### src/rtl/imu_pkg.sv
// Shared types and constants for the IMU transaction sequencer.
package imu_pkg;

   typedef enum logic [3:0] {
      StBoot,
      StIdIssue,
      StIdWait,
      StCfgIssue,
      StCfgWait,
      StIdle,
      StRdIssue,
      StRdWait,
      StPublish,
      StError
   } imu_state_t;

   localparam logic [7:0] REG_WHO_AM_I = 8'h0F;
   localparam logic [7:0] REG_CTRL1_XL = 8'h10;
   localparam logic [7:0] REG_CTRL2_G  = 8'h11;
   localparam logic [7:0] REG_CTRL3_C  = 8'h12;
   localparam logic [7:0] REG_OUT_BASE = 8'h22;

   localparam int unsigned OUT_BYTES    = 12;
   localparam logic [3:0]  OUT_LAST_IDX = 4'(OUT_BYTES - 1);
   localparam int unsigned CFG_ENTRIES  = 3;
   localparam logic [3:0]  CFG_LAST_IDX = 4'(CFG_ENTRIES - 1);

   typedef struct packed {
      logic [7:0] addr;
      logic [7:0] data;
   } cfg_entry_t;

   // Sensor configuration table, written in index order after the ID check.
   function automatic cfg_entry_t cfg_entry(input logic [3:0] idx);
      cfg_entry_t e;
      case (idx)
         4'd0:    e = '{addr: REG_CTRL1_XL, data: 8'h40};
         4'd1:    e = '{addr: REG_CTRL2_G,  data: 8'h40};
         default: e = '{addr: REG_CTRL3_C,  data: 8'h44};
      endcase
      return e;
   endfunction

endpackage

### src/rtl/imu_sample_timer.sv
// Free-running period counter; one-cycle tick every Period cycles while enabled.
module imu_sample_timer #(
   parameter int unsigned Period = 25000
) (
   input  logic clk,
   input  logic reset_n,
   input  logic en_i,
   output logic tick_o
);

   localparam int unsigned CntW = (Period > 1) ? $clog2(Period) : 1;
   localparam logic [CntW-1:0] LastCnt = CntW'(Period - 1);

   logic [CntW-1:0] cnt_q;

   // Count while enabled; restart from zero whenever the enable drops.
   always_ff @(posedge clk) begin
      if (!reset_n) begin
         cnt_q <= '0;
      end else if (!en_i) begin
         cnt_q <= '0;
      end else if (cnt_q == LastCnt) begin
         cnt_q <= '0;
      end else begin
         cnt_q <= cnt_q + 1'b1;
      end
   end

   // Tick on the last count of each period.
   always_comb begin
      tick_o = en_i && (cnt_q == LastCnt);
   end

endmodule

### src/rtl/imu_ctrl.sv
// IMU transaction sequencer: ID check, configuration writes, periodic 12-byte sample reads.
module imu_ctrl
   import imu_pkg::*;
#(
   parameter int unsigned BOOT_CYCLES   = 50000,
   parameter int unsigned SAMPLE_PERIOD = 25000,
   parameter logic [7:0]  WHO_AM_I_VAL  = 8'h6C,
   parameter int unsigned MAX_RETRIES   = 3
) (
   input  logic               clk,
   input  logic               reset_n,
   output logic [7:0]         spi_addr,
   output logic [7:0]         spi_wdata,
   output logic               spi_read,
   output logic               spi_enable,
   input  logic [7:0]         spi_rdata,
   input  logic               spi_done,
   output logic signed [15:0] gyro_x,
   output logic signed [15:0] gyro_y,
   output logic signed [15:0] gyro_z,
   output logic signed [15:0] accel_x,
   output logic signed [15:0] accel_y,
   output logic signed [15:0] accel_z,
   output logic               sample_valid,
   output logic               init_done,
   output logic               error,
   output logic               overrun
);

   imu_state_t  state_q;
   logic [31:0] boot_cnt_q;
   logic [31:0] retry_q;
   logic [3:0]  idx_q;
   logic [3:0]  idx_nxt;
   logic [7:0]  shadow_q [OUT_BYTES];
   cfg_entry_t  cfg_nxt;
   logic        tick;

   logic [7:0]  spi_addr_q, spi_wdata_q;
   logic        spi_read_q, spi_enable_q;
   logic [15:0] gyro_x_q, gyro_y_q, gyro_z_q;
   logic [15:0] accel_x_q, accel_y_q, accel_z_q;
   logic        sample_valid_q, init_done_q, error_q, overrun_q;

   imu_sample_timer #(
      .Period(SAMPLE_PERIOD)
   ) u_timer (
      .clk    (clk),
      .reset_n(reset_n),
      .en_i   (init_done_q),
      .tick_o (tick)
   );

   // Next byte index and the configuration entry it selects.
   always_comb begin
      idx_nxt = idx_q + 4'd1;
      cfg_nxt = cfg_entry(idx_nxt);
   end

   // Sequencer FSM; every output is a register updated here.
   always_ff @(posedge clk) begin
      if (!reset_n) begin
         state_q        <= StBoot;
         boot_cnt_q     <= '0;
         retry_q        <= '0;
         idx_q          <= '0;
         spi_addr_q     <= '0;
         spi_wdata_q    <= '0;
         spi_read_q     <= 1'b0;
         spi_enable_q   <= 1'b0;
         gyro_x_q       <= '0;
         gyro_y_q       <= '0;
         gyro_z_q       <= '0;
         accel_x_q      <= '0;
         accel_y_q      <= '0;
         accel_z_q      <= '0;
         sample_valid_q <= 1'b0;
         init_done_q    <= 1'b0;
         error_q        <= 1'b0;
         overrun_q      <= 1'b0;
         for (int i = 0; i < OUT_BYTES; i++) begin
            shadow_q[i] <= '0;
         end
      end else begin
         spi_enable_q   <= 1'b0;
         sample_valid_q <= 1'b0;
         // A tick can only be taken in IDLE; anywhere else it is dropped.
         overrun_q      <= tick && (state_q != StIdle);

         case (state_q)
            StBoot: begin
               if (boot_cnt_q == BOOT_CYCLES - 1) begin
                  boot_cnt_q   <= '0;
                  spi_addr_q   <= REG_WHO_AM_I;
                  spi_wdata_q  <= '0;
                  spi_read_q   <= 1'b1;
                  spi_enable_q <= 1'b1;
                  state_q      <= StIdIssue;
               end else begin
                  boot_cnt_q <= boot_cnt_q + 32'd1;
               end
            end
            StIdIssue: state_q <= StIdWait;
            StIdWait: begin
               if (spi_done) begin
                  if (spi_rdata == WHO_AM_I_VAL) begin
                     idx_q        <= '0;
                     spi_addr_q   <= cfg_entry(4'd0).addr;
                     spi_wdata_q  <= cfg_entry(4'd0).data;
                     spi_read_q   <= 1'b0;
                     spi_enable_q <= 1'b1;
                     state_q      <= StCfgIssue;
                  end else begin
                     retry_q <= retry_q + 32'd1;
                     if (retry_q + 32'd1 < MAX_RETRIES) begin
                        boot_cnt_q <= '0;
                        state_q    <= StBoot;
                     end else begin
                        error_q <= 1'b1;
                        state_q <= StError;
                     end
                  end
               end
            end
            StCfgIssue: state_q <= StCfgWait;
            StCfgWait: begin
               if (spi_done) begin
                  if (idx_q == CFG_LAST_IDX) begin
                     idx_q       <= '0;
                     init_done_q <= 1'b1;
                     state_q     <= StIdle;
                  end else begin
                     idx_q        <= idx_nxt;
                     spi_addr_q   <= cfg_nxt.addr;
                     spi_wdata_q  <= cfg_nxt.data;
                     spi_enable_q <= 1'b1;
                     state_q      <= StCfgIssue;
                  end
               end
            end
            StIdle: begin
               if (tick) begin
                  idx_q        <= '0;
                  spi_addr_q   <= REG_OUT_BASE;
                  spi_wdata_q  <= '0;
                  spi_read_q   <= 1'b1;
                  spi_enable_q <= 1'b1;
                  state_q      <= StRdIssue;
               end
            end
            StRdIssue: state_q <= StRdWait;
            StRdWait: begin
               if (spi_done) begin
                  shadow_q[idx_q] <= spi_rdata;
                  if (idx_q == OUT_LAST_IDX) begin
                     state_q <= StPublish;
                  end else begin
                     idx_q        <= idx_nxt;
                     spi_addr_q   <= REG_OUT_BASE + {4'd0, idx_nxt};
                     spi_enable_q <= 1'b1;
                     state_q      <= StRdIssue;
                  end
               end
            end
            StPublish: begin
               gyro_x_q       <= {shadow_q[1],  shadow_q[0]};
               gyro_y_q       <= {shadow_q[3],  shadow_q[2]};
               gyro_z_q       <= {shadow_q[5],  shadow_q[4]};
               accel_x_q      <= {shadow_q[7],  shadow_q[6]};
               accel_y_q      <= {shadow_q[9],  shadow_q[8]};
               accel_z_q      <= {shadow_q[11], shadow_q[10]};
               sample_valid_q <= 1'b1;
               idx_q          <= '0;
               state_q        <= StIdle;
            end
            StError: state_q <= StError;
            default: state_q <= StBoot;
         endcase
      end
   end

   // Drive ports straight from their registers.
   always_comb begin
      spi_addr     = spi_addr_q;
      spi_wdata    = spi_wdata_q;
      spi_read     = spi_read_q;
      spi_enable   = spi_enable_q;
      gyro_x       = gyro_x_q;
      gyro_y       = gyro_y_q;
      gyro_z       = gyro_z_q;
      accel_x      = accel_x_q;
      accel_y      = accel_y_q;
      accel_z      = accel_z_q;
      sample_valid = sample_valid_q;
      init_done    = init_done_q;
      error        = error_q;
      overrun      = overrun_q;
   end

endmodule

### config.mk
export PLATFORM = sky130hd
export DESIGN_NAME = imu_ctrl
export DESIGN_NICKNAME = d
export VERILOG_FILES = /design/src/rtl/imu_pkg.sv /design/src/rtl/imu_sample_timer.sv /design/src/rtl/imu_ctrl.sv
export SDC_FILE = /design/constraint.sdc
export NUM_CORES = 1
export LEC_CHECK = 0
export ABC_AREA = 1
export ABC_CLOCK_PERIOD_IN_PS = 2300
export BUFFER_PORTS_ARGS = -buffer_cell sky130_fd_sc_hd__buf_2
export CORE_UTILIZATION = 53
export DETAILED_ROUTE_END_ITERATION = 8
export PLACE_DENSITY = 0.76
export SYNTH_ARGS = -nofsm -noshare
export SYNTH_HDL_FRONTEND = slang
export SYNTH_SLANG_ARGS = --single-unit
### constraint.sdc
create_clock -name clk -period 2.3 [get_ports clk]
set_input_delay 0.46 -clock clk [delete_from_list [all_inputs] [get_ports clk]]
set_output_delay 0.46 -clock clk [all_outputs]
set_load 0.005 [all_outputs]
==> metrics.txt <==
all-layer global routing usage a little over a quarter; detail-routed net length per standard cell 15.2 um; fraction of the yosys area taken by sequential cells a little over half; crit path launch retry_q[1]; critical path cell sequence ha_4 -> nand2_4 -> nor2_4 -> nand2_4 -> nor2_4 -> nand3_2 -> nand2_2 -> nand2_2 -> nor2_2 -> nand2_2 -> nor2_4 -> nand4_4 -> nand2_4 -> buf_6 -> nand2_4 -> nor2_4 -> nor2_1; Die Footprint 25300 um^2; unrepaired setup endpoints after global routing true; count of endpoints failing hold in the final timing report 0; startpoint type of the worst setup path flop; effective utilization at floorplan 54.0%; Die W 159 um; clock buffer depth 3; global-route wire length before repair 55100 um; power density over the cells 755 nW/um^2; DR vias/cell 5.35; synth cell count leaders sky130_fd_sc_hd__nor2_1, sky130_fd_sc_hd__nand2_1, sky130_fd_sc_hd__dfxtp_1; per-instance average area after synthesis 7.78 um^2; worst endpoint data arrival time roughly 2900 ps; top-count cell post-synth sky130_fd_sc_hd__nor2_1; first-pass detailed-route iteration total 7; area of combinational cells with multiple inputs 5910 um^2; top-area cell type share of the netlist area 30.1%; Max Cap Violations 0; dominant register cell in the synthesized netlist sky130_fd_sc_hd__dfxtp_1; number of setup violations in the final report 34; fill cell instance count of the final layout 2016; GRT Residual Overflow 0; Max Transition Viols Final 0; cell type with the largest total area after synthesis sky130_fd_sc_hd__dfxtp_1; Max Fanout on Critical Path 4; count of placed standard cells in the final layout, fillers left out 2235; ratio of cells with drive above 1 in the final layout a little over a fifth; Max transition margin between 30% and 40%; Reg2Reg Launch Point retry_q[1]; clock period minus worst slack 2410 ps; Leak 6.83 nW; remaining number of nets flagged by the antenna check after routing 0; TritonCTS Sinks 293; end of the critical path boot_cnt_q[30]; kind of path behind the tightest hold check primary input to flop; Crit. End Element flop; via count of the first global-routing pass 11300; TritonCTS clock tree built; post-synthesis cell count 1682; critical path class flop to flop; Via Count ~12000; CTS Hold Bufs 0; required time of the critical path 2750 ps; largest net degree at the start of global routing 101; violations in the final reports negative setup slack; area of the mapped netlist about 13000 um^2; Worst path max stage delay 360 ps; Reg2Reg Capture Point boot_cnt_q[30]; clock buffer count from CTS 30; final worst-path cycle share 105%; setup slack after placement -221 ps; number of rows in the core area 57; worst path setup slack after routing -113 ps; number of buffers inserted by port buffering 120; Synth Register Bits 293; asr flop ratio synth 0%; number of synthesized flops with an enable pin 96; most area-consuming cells after synthesis sky130_fd_sc_hd__dfxtp_1, sky130_fd_sc_hd__edfxtp_1, sky130_fd_sc_hd__nor2_1, sky130_fd_sc_hd__nand2_1, sky130_fd_sc_hd__o21ai_0; number of cells on the worst reg-to-reg path 17; latest clock arrival within the worst-skew pair 550 ps; Yosys Warn Count 0; CTS root buf sky130_fd_sc_hd__clkbuf_16; peak clock frequency supported by timing about 410 MHz; initial antenna violation count 1; number of placed I/O pins 129; largest voltage drop on the vdd net 0.000573 V; clock slew at the register clock pins of the worst setup and hold paths 60 ps; Worst Max-Slew Pin Slew just over 900 ps; register area 6850 um^2; first-iteration detailed-routing DRC count around 1200; number of nets in the final layout roughly 1900; area of the core region roughly 24000 um^2; Chip Height between 150 and 200 um; Detailed Route WL 34000 um; worst reg-to-reg setup slack -110 ps; routability congestion estimate from global placement 0.916; area delta synth->final 24.5%; unique cell type count in the Yosys netlist 45; cell with the largest stage delay on the worst path sky130_fd_sc_hd__dfxtp_4; H-tree depth 1; clock skew after layout ~8.3 ps; DRC violation count after routing 0; Post-DP HPWL 22200 um; result of the run finished, violations left; Cell Count Post-Placement 2146
## final cells by class
type	count	share of cell area, %
multi-input combinational	1191	36.3
tap	324	2.49
timing repair inverter	1	0.0307
antenna	3	0.0461
inverter	133	3.11
clock buffer	45	5.45
sequential	293	42.0
timing repair buffer	234	9.42
clock inverter	11	1.14
## repair_timing
item | in CTS | in global routing
endpoints found under the setup margin | 32 | 130
setup buffers | 19 | 9
gates cloned | 6 | 1
resized for setup | 42 | 83
pin swaps | 12 | 43
## routing by layer
metal | vias to the layer above | wire length (um) | global-route usage [%] | part of all wire [%]
met3 | 65 | 2130 | 3.91 | 6.3
met5 | - | 0 | 0 | 0
li1 | 5886 | - | - | -
met1 | 5606 | 14900 | 34.6 | 44
met4 | 0 | 676 | 8.22 | 2.0
met2 | 394 | 16200 | 44.4 | 48
## worst max-delay path: cells and delay by family (launching register included)
family	cells	cell delay [ps]
buf+inv	1	150
fa+ha+maj	1	150
flops	1	360
simple gates	15	1640
## cells by family (layout without fill, tap and decap cells)
kind of cell,count (synthesis),count (layout),share of synthesized area [%]
adder cells (fa/ha/maj),10,10,0.956
flip-flops,293,293,52.2
buffers and inverters,211,424,6.47
AND/OR/NAND/NOR,901,907,29.0
other,1,11,0.0287
XOR/XNOR,31,31,2.08
AO/OA/AOI/OAI,235,235,9.32
## flip-flops by register name, summed over array words and instances, names as in the netlist
signal	cells
gyro_y	16
gyro_z	16
accel_y	16
accel_x	16
retry_q	32
u_timer.cnt_q	15
accel_z	16
spi_read	1
spi_wdata	2
gyro_x	16
state_q	4
spi_addr	6
spi_enable	1
overrun	1
shadow_q	96
sample_valid	1
error	1
idx_q	4
boot_cnt_q	32
init_done	1
## cell usage in the layout, fill, tap and decap left out, drive strengths merged
master / synthesis / layout
a211oi: 5 / 5
a21oi: 63 / 63
a22oi: 1 / 1
a31oi: 7 / 7
and2: 1 / 1
and3: 1 / 1
buf: 20 / 234
bufinv: 0 / 5
clkbuf: 58 / 45
clkinv: 4 / 10
conb: 1 / 8
dfxtp: 197 / 197
diode: 0 / 3
edfxtp: 96 / 96
ha: 10 / 10
inv: 129 / 130
nand2: 254 / 260
nand3: 97 / 97
nand3b: 1 / 1
nand4: 29 / 29
nor2: 472 / 472
nor3: 31 / 31
nor3b: 3 / 3
nor4: 11 / 11
o211ai: 1 / 1
o21a: 2 / 2
o21ai: 153 / 153
o221ai: 1 / 1
o22ai: 1 / 1
o311ai: 1 / 1
or3b: 1 / 1
xnor2: 4 / 4
xor2: 27 / 27
## report_power, final
group	switching [mW]	internal (mW)
sequential	0.119	5.50
combinational	0.947	0.533
clock	1.98	3.22
total	3.04	9.25
## how the worst min path moves through the flow
stage | from | endpoint | slack (ps) | cells after the start
6_report | reset_n | init_done | 290 | 3
5_1_grt | reset_n | init_done | 310 | 3
4_1_cts | reset_n | init_done | 270 | 3
3_5_place_dp | u_timer.cnt_q[0] | u_timer.cnt_q[0] | 440 | 1
3_3_place_gp | u_timer.cnt_q[0] | u_timer.cnt_q[0] | 430 | 1
2_1_floorplan | u_timer.cnt_q[0] | u_timer.cnt_q[0] | 420 | 1
## stage by stage
| stage | TNS [ps] | util (%) | power (mW) | hold slack, ps | area [um^2] |
|---|---|---|---|---|---|
| after floorplan | 0 | - | 6.43 | 418 | 13100 |
| after global placement | -3670 | 59.8 | 6.78 | 428 | 14500 |
| after detailed placement | -6100 | 59.8 | 6.79 | 440 | 14500 |
| after CTS | -1350 | 65.8 | 12.2 | 266 | 16000 |
| after global routing | -10450 | 67.1 | 12.7 | 305 | 16300 |
| final | -2910 | 67.2 | 12.3 | 286 | 16300 |
Power figures use the tool's default switching activity.
